--- src/rtl/weight_loader.sv ---
// weight_loader: PicoRV32 native-bus peripheral that streams weights into the
// accelerator's two weight RAMs, seals both layers with stop sentinels, then
// releases the accelerator and reports completion once both layers stop.
module weight_loader #(
    parameter logic [31:0] BASE_ADDR = 32'h0300_0000,
    parameter int          L1_AW     = 10,
    parameter int          L2_AW     = 6,
    parameter int          L1_STOP   = 800,
    parameter int          L2_STOP   = 40,
    parameter logic [31:0] SENTINEL  = 32'h7fffffff
) (
    input  logic             clk,
    input  logic             reset,
    input  logic             mem_valid,
    input  logic [31:0]      mem_addr,
    input  logic [31:0]      mem_wdata,
    input  logic [3:0]       mem_wstrb,
    output logic             mem_ready,
    output logic [31:0]      mem_rdata,
    output logic             w1_we,
    output logic [L1_AW-1:0] w1_addr,
    output logic [31:0]      w1_wdata,
    output logic             w2_we,
    output logic [L2_AW-1:0] w2_addr,
    output logic [31:0]      w2_wdata,
    output logic             accel_start,
    input  logic             stop1,
    input  logic             stop2
);

    // The pointer is shared by both layers, so it must cover the wider one.
    localparam int PW = (L1_AW > L2_AW) ? L1_AW : L2_AW;

    localparam logic [PW-1:0]    L1_LIMIT = PW'(L1_STOP);
    localparam logic [PW-1:0]    L2_LIMIT = PW'(L2_STOP);
    localparam logic [L1_AW-1:0] L1_SEAL0 = L1_AW'(L1_STOP);
    localparam logic [L1_AW-1:0] L1_SEAL1 = L1_AW'(L1_STOP + 1);
    localparam logic [L2_AW-1:0] L2_SEAL0 = L2_AW'(L2_STOP);
    localparam logic [L2_AW-1:0] L2_SEAL1 = L2_AW'(L2_STOP + 1);

    // Only word-aligned offsets are mapped; misaligned offsets behave as unmapped.
    localparam logic [3:0] OFF_CTRL   = 4'h0;
    localparam logic [3:0] OFF_DATA   = 4'h4;
    localparam logic [3:0] OFF_STATUS = 4'h8;
    localparam logic [3:0] OFF_PTR    = 4'hC;

    typedef enum logic [2:0] {
        IDLE  = 3'd0,
        LOAD1 = 3'd1,
        LOAD2 = 3'd2,
        SEAL  = 3'd3,
        RUN   = 3'd4,
        DONE  = 3'd5
    } state_t;

    state_t            state, state_n;
    logic [PW-1:0]     ptr, ptr_n;
    logic              overflow, overflow_n;
    logic              seal_phase, seal_phase_n;
    logic              ready_n;
    logic [31:0]       rdata_n;
    logic              w1_we_n, w2_we_n;
    logic [L1_AW-1:0]  w1_addr_n;
    logic [L2_AW-1:0]  w2_addr_n;
    logic [31:0]       w1_wdata_n, w2_wdata_n;
    logic              req;
    logic              is_write;

    // A request is new only when no acknowledge is currently being shown,
    // which also guarantees the idle cycle after every acknowledge.
    assign req      = mem_valid && !mem_ready && (mem_addr[31:4] == BASE_ADDR[31:4]);
    assign is_write = |mem_wstrb;

    // The accelerator counters are held cleared until the weights are sealed.
    assign accel_start = !(state == RUN || state == DONE);

    // Next-state, register decode and next values of all registered outputs.
    always_comb begin
        state_n      = state;
        ptr_n        = ptr;
        overflow_n   = overflow;
        seal_phase_n = seal_phase;
        ready_n      = 1'b0;
        rdata_n      = '0;
        w1_we_n      = 1'b0;
        w1_addr_n    = w1_addr;
        w1_wdata_n   = w1_wdata;
        w2_we_n      = 1'b0;
        w2_addr_n    = w2_addr;
        w2_wdata_n   = w2_wdata;

        case (state)
            SEAL: begin
                if (!seal_phase) begin
                    seal_phase_n = 1'b1;
                    w1_we_n      = 1'b1;
                    w1_addr_n    = L1_SEAL1;
                    w1_wdata_n   = SENTINEL;
                    w2_we_n      = 1'b1;
                    w2_addr_n    = L2_SEAL1;
                    w2_wdata_n   = SENTINEL;
                end else begin
                    seal_phase_n = 1'b0;
                    state_n      = RUN;
                end
            end
            RUN: begin
                if (stop1 && stop2) begin
                    state_n = DONE;
                end
            end
            default: ;
        endcase

        if (req) begin
            ready_n = 1'b1;
            if (is_write) begin
                case (mem_addr[3:0])
                    OFF_CTRL: begin
                        if (mem_wdata[2]) begin
                            if (state == IDLE || state == LOAD1 || state == LOAD2) begin
                                state_n      = SEAL;
                                seal_phase_n = 1'b0;
                                w1_we_n      = 1'b1;
                                w1_addr_n    = L1_SEAL0;
                                w1_wdata_n   = SENTINEL;
                                w2_we_n      = 1'b1;
                                w2_addr_n    = L2_SEAL0;
                                w2_wdata_n   = SENTINEL;
                            end
                        end else if (state != SEAL && (mem_wdata[1] || mem_wdata[0])) begin
                            state_n    = mem_wdata[1] ? LOAD2 : LOAD1;
                            ptr_n      = '0;
                            overflow_n = 1'b0;
                        end
                    end
                    OFF_DATA: begin
                        if (state == LOAD1) begin
                            if (ptr < L1_LIMIT) begin
                                w1_we_n    = 1'b1;
                                w1_addr_n  = L1_AW'(ptr);
                                w1_wdata_n = mem_wdata;
                                ptr_n      = ptr + PW'(1);
                            end else begin
                                overflow_n = 1'b1;
                            end
                        end else if (state == LOAD2) begin
                            if (ptr < L2_LIMIT) begin
                                w2_we_n    = 1'b1;
                                w2_addr_n  = L2_AW'(ptr);
                                w2_wdata_n = mem_wdata;
                                ptr_n      = ptr + PW'(1);
                            end else begin
                                overflow_n = 1'b1;
                            end
                        end
                    end
                    default: ;
                endcase
            end else begin
                case (mem_addr[3:0])
                    OFF_STATUS: rdata_n = {27'b0, overflow, (state == DONE), state};
                    OFF_PTR:    rdata_n = 32'(ptr);
                    default:    rdata_n = '0;
                endcase
            end
        end
    end

    // State, pointer, flags and all bus/weight-port outputs are registered here.
    always_ff @(posedge clk or posedge reset) begin
        if (reset) begin
            state      <= IDLE;
            ptr        <= '0;
            overflow   <= 1'b0;
            seal_phase <= 1'b0;
            mem_ready  <= 1'b0;
            mem_rdata  <= '0;
            w1_we      <= 1'b0;
            w1_addr    <= '0;
            w1_wdata   <= '0;
            w2_we      <= 1'b0;
            w2_addr    <= '0;
            w2_wdata   <= '0;
        end else begin
            state      <= state_n;
            ptr        <= ptr_n;
            overflow   <= overflow_n;
            seal_phase <= seal_phase_n;
            mem_ready  <= ready_n;
            mem_rdata  <= rdata_n;
            w1_we      <= w1_we_n;
            w1_addr    <= w1_addr_n;
            w1_wdata   <= w1_wdata_n;
            w2_we      <= w2_we_n;
            w2_addr    <= w2_addr_n;
            w2_wdata   <= w2_wdata_n;
        end
    end

endmodule
--- config.mk ---
export PLATFORM = sky130hd
export DESIGN_NAME = weight_loader
export DESIGN_NICKNAME = d
export VERILOG_FILES = /design/src/rtl/weight_loader.sv
export SDC_FILE = /design/constraint.sdc
export NUM_CORES = 1
export LEC_CHECK = 0
export CAP_MARGIN = 15
export CORE_MARGIN = 2
export CORE_UTILIZATION = 47
export CTS_CLUSTER_DIAMETER = 100
export DETAILED_ROUTE_END_ITERATION = 8
export PLACE_DENSITY = 0.85
export SETUP_SLACK_MARGIN = 0.4
export SLEW_MARGIN = 10
export SYNTH_ARGS = -nofsm -noshare
export SYNTH_HDL_FRONTEND = slang
export SYNTH_SLANG_ARGS = --single-unit
--- constraint.sdc ---
create_clock -name clk -period 10.2 [get_ports clk]
set_clock_uncertainty 0.05 [all_clocks]
set_input_delay 2.04 -clock clk [delete_from_list [all_inputs] [get_ports clk]]
set_output_delay 2.04 -clock clk [all_outputs]
set_load 0.005 [all_outputs]
==> impl_metrics.tcl, run 1 <==
set metrics [dict create \
    drive_above_1_share_pct 6.861 \
    tightest_slew_ns 1.146 \
    pre_cts_slack_ns 4.607 \
    vias_per_cell 5.752 \
    utilization_pct 65.83 \
    ios 189 \
    grt_pass1_wl_mm 22.05 \
    drtAntennaViolNets 0 \
    report.final.hold_viol_count 0 \
    synth_edf_count 0 \
    crit_path_cell_trace "clkdlybuf4s50_1, nand3_1, a2111oi_2, or2_1, o22a_1" \
    syn-instance-count 426 \
    num_rows 37 \
    die_w_um 106.0 \
    critical_path_depth 5 \
    drc 0 \
    ys_ff_latch 108 \
    wirelength_mm 13.79 \
    crit_path_max_incr_delay_ns 0.99 \
    timing.final.crit_share_pct 51.16 \
    crit_type "input port to flop" \
    start_util_pct 47.78 \
    grt_pass1_vias 4336 \
    hold_depth 1 \
    fp.dieH_um 106.0 \
    min_period_ns 5.218 \
    drv_cap 0 \
    p_leak_nw 2.800 \
    drtPass1Iterations 4 \
    setup_slack_ns 4.982 \
    clk_pin_slew_ns 0.10 \
    wl_per_cell_um 19.18 \
    crit_family "compound AO/OA/AOI/OAI gates" \
    clk_latency_ns 0.37 \
    num_vias 4136 \
    cts.sinks 108 \
    report.final.slew_viol_count 0 \
    rsz0062_at_grt "no" \
    yosys_most_used_dff "dfrtp_1" \
    p_comb_share_pct 7.0 \
    power_mw 0.7346 \
    core-area_mm2 0.01023 \
    yosysWarningCount 0 \
    root_buffer "clkbuf_8" \
    maxSlewHeadroom_pct 23.57 \
    area_growth_pct 37.78 \
    path_buf_inv 1 \
    crit_required_ns 10.46 \
    post_cts_buffers 0 \
    grt_max_degree 64 \
    cts-resized-gates 0 \
    intPower_mw 0.5612 \
    cp_max_fo 31 \
    antenna_found_initial 0 \
    globalRouteOverflowTotal 0 \
    worstSetupStartpointType "input port" \
    status "finished clean" \
    fillCellCount 799 \
    mostFrequentLayoutCells "166 x clkdlybuf4s50_1, 108 x dfrtp_1, 63 x o22a_1" \
    cts_hold_buf 0 \
    final_common_cell "clkdlybuf4s50_1" \
    diodes 0 \
    finalHoldWorstSlack_ns 0.4462 \
    ff_latch_area_mm2 0.002703 \
    multi_input_area_mm2 0.001918 \
    finalSetupTns_ns 0 \
    switching_share_pct 23.61 \
    switchingPower_mw 0.1734 \
    drtIter0Drc 305 \
    min_path_type "flop to flop" \
    synth_cell_types 59 \
    gr-usage-all-layers_pct 25.03 \
    async_flop_share_pct 100.0 \
    die_area_mm2 0.01123 \
    reg2regPathDepth 5 \
    synth_area_per_cell_um2 11.48 \
    numCtsBuffers 9 \
    routabilityCongestion 0.9222 \
    nets 653 \
    ys_seq_area_share_pct 55.29 \
    netlist_area_mm2 0.004888 \
    p_clk_share_pct 34.8 \
    cpMaxStageDelayCell "a2111oi_2" \
    fmax_mhz 191.6 \
    dpl.hpwl_mm 10.03 \
    setup_violations 0 \
    io_buffers 166 \
    ir_drop_v 0.00008768 \
    end_kind "flop" \
    power.density_mw_per_mm2 109.1 \
    htree_num_levels 3 \
    cts_tree "done" \
    sequentialPowerShare_pct 58.2 \
    cp_data_arrival_time_ns 5.48 \
    cts_buffer_depth 2 \
]
[power by group through the flow]
stage	sequential, mW	combinational (mW)	clock (mW)
floorplan	0.436	0.0210	0
global placement	0.436	0.0502	0
detailed placement	0.436	0.0513	0
CTS	0.428	0.0516	0.263
global route	0.428	0.0560	0.279
finish	0.428	0.0514	0.255
[area by class of cell]
cell class,count,share of cell area [%]
inverter,13,0.7617
multi-input combinational,275,28.48
clock buffer,11,2.248
tap,136,2.526
sequential,108,40.13
timing repair buffer,171,25.23
clock inverter,5,0.6316
[worst paths after layout]
kind	startpoint	to	slack, ns
max	mem_addr[2]	w1_wdata[18]	4.98
min	w1_wdata[16]	w1_wdata[16]	0.45
max reg2reg	state[0]	w1_wdata[18]	6.68
min reg2reg	w1_wdata[16]	w1_wdata[16]	0.45
max in group asynchronous	reset	mem_rdata[1]	6.87
min in group asynchronous	reset	w2_wdata[9]	2.02
[stage by stage]
stage | std cells | instance area [µm²]
2_1_floorplan | 447 | 4967
3_5_place_dp | 703 | 6541
4_1_cts | 719 | 6735
3_3_place_gp | 703 | 6541
5_1_grt | 719 | 6735
6_report | 719 | 6735
[sequential cells by signal, indices dropped and copies added, names as in the netlist]
signal / flops
state: 3
ptr: 10
mem_rdata: 10
overflow: 1
mem_ready: 1
w2_we: 1
w2_addr: 6
seal_phase: 1
w2_wdata: 32
w1_addr: 10
w1_wdata: 32
w1_we: 1
[cell usage after synthesis, types with 4 or more instances]
| master | number | share of area [%] |
|---|---|---|
| dfrtp_1 | 108 | 55 |
| o22a_1 | 63 | 11 |
| buf_4 | 22 | 3.4 |
| nand2_1 | 21 | 1.6 |
| nor2_1 | 18 | 1.4 |
| a21oi_1 | 13 | 1.3 |
| inv_1 | 13 | 1.0 |
| buf_2 | 12 | 1.2 |
| clkbuf_1 | 12 | 0.92 |
| nand3_1 | 10 | 1.0 |
| or4_1 | 9 | 1.4 |
| and3_1 | 8 | 1.0 |
| nand4_1 | 8 | 1.0 |
| and4_1 | 7 | 1.3 |
| mux2i_1 | 6 | 1.2 |
| nor3b_1 | 6 | 0.92 |
| o21ai_0 | 6 | 0.61 |
| o22ai_1 | 6 | 0.77 |
| nand2b_1 | 5 | 0.64 |
| nor4_2 | 5 | 1.3 |
| o31ai_1 | 5 | 0.77 |
| a31oi_1 | 4 | 0.51 |
| o21ai_1 | 4 | 0.41 |
[metal layers]
| metal | vias to the layer above | wire length, µm | GRT usage (%) |
|---|---|---|---|
| li1 | 1876 | - | - |
| met1 | 2025 | 5385 | 29.52 |
| met2 | 213 | 6687 | 41.57 |
| met3 | 22 | 1480 | 9.381 |
| met4 | 0 | 239 | 9.868 |
| met5 | - | 0 | 0 |
[kinds of logic (layout without fill, tap and decap cells)]
group	after synthesis	after routing	share of synthesized area (%)
compound gates	120	120	19.27
xor+xnor	1	1	0.1792
fa+ha+maj	2	2	0.5118
buf+inv	64	200	7.218
flops	108	108	55.29
mux	6	6	1.229
other cells	1	22	0.07671
simple gates	124	124	16.23
(Power assumes the default switching activity.)
==> run 2, diff against run 1 <==
--- a/config.mk
+++ b/config.mk
@@ -7,10 +7,10 @@
 export LEC_CHECK = 0
 export CAP_MARGIN = 15
 export CORE_MARGIN = 2
-export CORE_UTILIZATION = 47
+export CORE_UTILIZATION = 40
 export CTS_CLUSTER_DIAMETER = 100
 export DETAILED_ROUTE_END_ITERATION = 8
-export PLACE_DENSITY = 0.85
+export PLACE_DENSITY = 0.77
 export SETUP_SLACK_MARGIN = 0.4
 export SLEW_MARGIN = 10
 export SYNTH_ARGS = -nofsm -noshare
==> constraint.sdc (replaced) <==
create_clock -name clk -period 4.7 [get_ports clk]
set_clock_uncertainty 0.05 [all_clocks]
set_input_delay 0.94 -clock clk [delete_from_list [all_inputs] [get_ports clk]]
set_output_delay 0.94 -clock clk [all_outputs]
set_load 0.005 [all_outputs]
==> impl_metrics.tcl, run 2 (synthesis results as in run 1) <==
set metrics [dict create \
    setup_slack_ns 1.276 \
    setup_violations 0 \
    grt_pass1_vias 4394 \
    antenna_found_initial 0 \
    power.density_mw_per_mm2 269.8 \
    status "finished clean" \
    end_kind "flop" \
    wl_per_cell_um 19.12 \
    maxSlewHeadroom_pct 25.42 \
    hold_depth 1 \
    dpl.hpwl_mm 10.24 \
    fmax_mhz 292.0 \
    crit_family "simple AND/OR/NAND/NOR gates" \
    timing.final.crit_share_pct 72.86 \
    finalHoldWorstSlack_ns 0.4389 \
    grt_max_degree 75 \
    crit_type "input port to flop" \
    report.final.hold_viol_count 0 \
    numPlacedInstances 718 \
    reg2reg_slack_ns 1.78 \
    cts-resized-gates 0 \
    fin_area_mm2 0.006910 \
    core-area_mm2 0.01196 \
    min_period_ns 3.424 \
    reg2reg_from "state[0]" \
    p_leak_nw 2.879 \
    num_rows 40 \
    vias_per_cell 5.655 \
    cp_data_arrival_time_ns 3.66 \
    clk_pin_slew_ns 0.07 \
    fillCellCount 1033 \
    crit_path_max_incr_delay_ns 0.90 \
    hp-start "w1_wdata[17]" \
    cts_buffer_depth 2 \
    drtIter0Drc 152 \
    cpMaxStageDelayCell "or2_1" \
    htree_num_levels 3 \
    stdcell_count 734 \
    wirelength_mm 14.03 \
    fp.dieH_um 114.6 \
    power_mw 1.864 \
    worstSetupStartpointType "input port" \
    path_buf_inv 1 \
    ios 189 \
    cts_tree "done" \
    grt_pass1_wl_mm 22.47 \
    numCtsBuffers 9 \
    reg2reg_to "w1_wdata[20]" \
    drtAntennaViolNets 0 \
    gr-usage-all-layers_pct 21.98 \
    diodes 0 \
    io_buffers 166 \
    rsz0062_at_grt "no" \
    postPlaceCellArea_mm2 0.006585 \
    holdPathEnd "w1_wdata[17]" \
    globalRouteOverflowTotal 0 \
    drive_above_1_share_pct 7.325 \
    drv_cap 0 \
    mostFrequentLayoutCells "166 x clkdlybuf4s50_1, 108 x dfrtp_1, 63 x o22a_1" \
    start_util_pct 40.87 \
    ir_drop_v 0.0002305 \
    utilization_pct 57.77 \
    area_growth_pct 41.36 \
    crit_path_cell_trace "clkdlybuf4s50_1, nor4b_2, nand4_2, a2111oi_2, or2_1, o22a_1" \
    cp_max_fo 31 \
    crit_required_ns 4.94 \
    critical_path_depth 6 \
    routabilityCongestion 0.8961 \
    drtPass1Iterations 4 \
    die_w_um 114.6 \
    cts.sinks 108 \
    tightest_slew_ns 1.119 \
    final_common_cell "clkdlybuf4s50_1" \
    drc 0 \
    report.final.slew_viol_count 0 \
    post_cts_buffers 0 \
    die_area_mm2 0.01312 \
    pre_cts_slack_ns 0.8483 \
    nets 657 \
    root_buffer "clkbuf_16" \
    finalSetupTns_ns 0 \
    num_vias 4151 \
    reg_top3 "w1_wdata: 32 flops, w2_wdata: 32 flops" \
    min_path_type "flop to flop" \
    reg2regPathDepth 5 \
    cts_hold_buf 0 \
    clk_latency_ns 0.35 \
]
-- run 2: cell types whose count changed in the layout (fill, tap and decap cells not counted) --
cell | before | now
bufinv_16 | 0 | 2
inv_6 | 1 | 2
buf_4 | 5 | 9
clkbuf_8 | 11 | 1
clkinv_4 | 2 | 0
clkbuf_16 | 0 | 9
clkbuf_1 | 0 | 1
inv_8 | 1 | 0
-- run 2: power breakdown --
group          switching, mW  leakage (nW)  total, mW  internal, mW
logic                 0.0512          1.46      0.113        0.0619
registers      0.00000000117          1.26      0.929         0.929
clock network          0.337         0.161      0.822         0.485
total                  0.389          2.88       1.86          1.48
-- run 2: worst max-delay path by stage --
stage	to	start	slack, ns
floorplan	mem_rdata[0]	reset	0.86
global placement	w1_wdata[22]	mem_addr[28]	0.99
detailed placement	w1_wdata[23]	mem_addr[20]	0.85
CTS	w1_wdata[20]	mem_addr[20]	1.28
global route	w1_wdata[8]	mem_addr[20]	1.05
finish	w1_wdata[20]	mem_addr[20]	1.28
-- run 2: routing by layer --
metal  track usage [%]  wire (µm)  part of all wire (%)
met1             25.26       5450                    39
met3             7.994       1060                   7.6
met5                 0          0                     0
met2             37.20       7183                    51
met4             8.862        337                   2.4
-- run 2: layout make-up --
type,count,area [µm²],share of cell area [%]
well taps,147,183.9,2.662
flip-flops and latches,108,2703,39.11
repair buffers,175,1729,25.02
multi-input cells,275,1918,27.76
clock inverters,5,82.58,1.195
clock buffers,11,242.7,3.513
inverters,13,51.30,0.7423
==> run 3, diff against run 2 <==
==> constraint.sdc (replaced) <==
create_clock -name clk -period 2.9 [get_ports clk]
set_clock_uncertainty 0.05 [all_clocks]
set_input_delay 0.58 -clock clk [delete_from_list [all_inputs] [get_ports clk]]
set_output_delay 0.58 -clock clk [all_outputs]
set_load 0.005 [all_outputs]
==> impl_metrics.tcl, run 3 (synthesis results as in run 1) <==
set metrics [dict create \
    switching_share_pct 20.92 \
    root_buffer "clkbuf_16" \
    crit_path_max_incr_delay_ns 0.52 \
    setup_slack_ns 0.4507 \
    p_clk_share_pct 45.2 \
    report.final.slew_viol_count 0 \
    rsz0062_at_grt "yes" \
    maxSlewHeadroom_pct 34.55 \
    cp_max_fo 5 \
    hp-start "w1_wdata[30]" \
    wirelength_mm 14.87 \
    status "finished clean" \
    cpMaxStageDelayCell "or4_4" \
    core-area_mm2 0.01196 \
    path_buf_inv 2 \
    vias_per_cell 5.722 \
    reg2reg_to "ptr[5]" \
    reg2reg_slack_ns 0.48 \
    globalRouteOverflowTotal 0 \
    final_common_cell "clkdlybuf4s50_1" \
    diodes 0 \
    clk_latency_ns 0.35 \
    grt_pass1_wl_mm 23.37 \
    dpl.hpwl_mm 10.34 \
    report.final.hold_viol_count 0 \
    fillCellCount 949 \
    tightest_slew_ns 0.9686 \
    power_mw 3.097 \
    cts_buffer_depth 2 \
    crit_family "simple AND/OR/NAND/NOR gates" \
    postPlaceCellArea_mm2 0.006834 \
    pre_cts_slack_ns -0.09257 \
    crit_type "input port to flop" \
    routabilityCongestion 0.9928 \
    htree_num_levels 3 \
    reg2reg_from "ptr[6]" \
    drc 0 \
    drtPass1Iterations 5 \
    end_kind "flop" \
    start_util_pct 40.87 \
    cpMostUsedCell "or4_4" \
    reg_top3 "w1_wdata: 32 flops, w2_wdata: 32 flops" \
    fp.dieH_um 114.6 \
    ios 189 \
    io_buffers 166 \
    min_path_type "flop to flop" \
    die_area_mm2 0.01312 \
    finalSetupTns_ns 0 \
    grt_pass1_vias 4514 \
    reg2regPathDepth 6 \
    utilization_pct 61.88 \
    clk_pin_slew_ns 0.07 \
    grt_max_degree 109 \
    p_leak_nw 3.198 \
    num_vias 4377 \
    drtAntennaViolNets 0 \
    cts_tree "done" \
    switchingPower_mw 0.6479 \
    crit_required_ns 3.13 \
    fin_area_mm2 0.007402 \
    die_w_um 114.6 \
    min_period_ns 2.449 \
    drtIter0Drc 247 \
    nets 688 \
    crit_path_cell_trace "dlygate4sd2_1, nor4b_4, nand4_4, buf_6, or4_4, or4_4, a21oi_2" \
    mostFrequentLayoutCells "139 x clkdlybuf4s50_1, 108 x dfrtp_1, 63 x o22a_1" \
    gr-usage-all-layers_pct 22.84 \
    cp_data_arrival_time_ns 2.68 \
    fmax_mhz 408.3 \
    area_growth_pct 51.42 \
    hold_depth 1 \
    worstSetupStartpointType "input port" \
    numCtsBuffers 9 \
    cts.sinks 108 \
    intPower_mw 2.449 \
    ir_drop_v 0.0003111 \
    power.density_mw_per_mm2 418.4 \
    setup_violations 0 \
    cts_hold_buf 0 \
    drv_cap 0 \
    p_comb_share_pct 6.2 \
    wl_per_cell_um 19.44 \
    antenna_found_initial 0 \
    timing.final.crit_share_pct 84.46 \
    num_rows 40 \
    drive_above_1_share_pct 14.72 \
    sequentialPowerShare_pct 48.6 \
    holdPathEnd "w1_wdata[30]" \
]
run 3: cell types whose count changed in the layout (fill, tap and decap cells not counted), sizes merged, moves of 3 or more:
cell / previous run / this run
dlygate4sd2: 0 / 16
buf: 9 / 40
dlymetal6s2s: 0 / 10
inv: 15 / 12
clkdlybuf4s50: 166 / 139
clkinvlp: 0 / 4
run 3: worst reg2reg max path, stage by stage (launching register included):
cell,delay (ns)
dfrtp_1,0.51
o311ai_1,0.42
nand2_1,0.16
buf_4,0.18
and3_1,0.31
or4_4,0.58
a21oi_2,0.14
run 3: per-stage QoR:
| step | hold slack, ns | cells |
|---|---|---|
| global route | 0.4589 | 765 |
| detailed placement | 0.4263 | 741 |
| global placement | 0.4194 | 741 |
| finish | 0.4414 | 765 |
| floorplan | 0.4154 | 447 |
| CTS | 0.4422 | 763 |
run 3: what timing repair did:
action,4_1_cts,5_1_grt
resized for setup,26,30
pin swaps,11,8
setup endpoints to repair,34,90
setup buffers,6,2
run 3: power groups by stage:
stage                     Sequential (mW)  Combinational, mW  Clock, mW
final                                1.51              0.192       1.40
after global routing                 1.50              0.210       1.48
after CTS                            1.50              0.190       1.43
after detailed placement             1.53              0.192          0
after global placement               1.53              0.186          0
after floorplan                      1.53             0.0741          0
run 3: per-layer routing:
| layer | GRT usage (%) | vias up | part of all wire, % |
|---|---|---|---|
| li1 | - | 1939 | - |
| met2 | 38.86 | 233 | 50 |
| met4 | 9.431 | 0 | 3.5 |
| met1 | 27.27 | 2157 | 37 |
| met5 | 0 | - | 0 |
| met3 | 6.353 | 48 | 9.5 |
run 3: how the worst max path moves through the flow:
| stage | depth (start not counted) | endpoint | start |
|---|---|---|---|
| 2_1_floorplan | 7 | w1_wdata[26] | mem_addr[20] |
| 3_3_place_gp | 7 | ptr[6] | mem_addr[7] |
| 3_5_place_dp | 7 | ptr[5] | mem_addr[20] |
| 4_1_cts | 7 | ptr[6] | mem_addr[6] |
| 5_1_grt | 7 | ptr[5] | mem_addr[16] |
| 6_report | 7 | ptr[5] | mem_addr[23] |
run 3: area by class of cell:
class / instances / area, µm² / share of cell area, %
clock inverters: 6 / 112.6 / 1.521
well taps: 147 / 183.9 / 2.485
repair buffers: 206 / 2053 / 27.74
multi-input cells: 275 / 2068 / 27.94
clock buffers: 10 / 229.0 / 3.093
inverters: 13 / 52.55 / 0.7099
flip-flops and latches: 108 / 2703 / 36.51
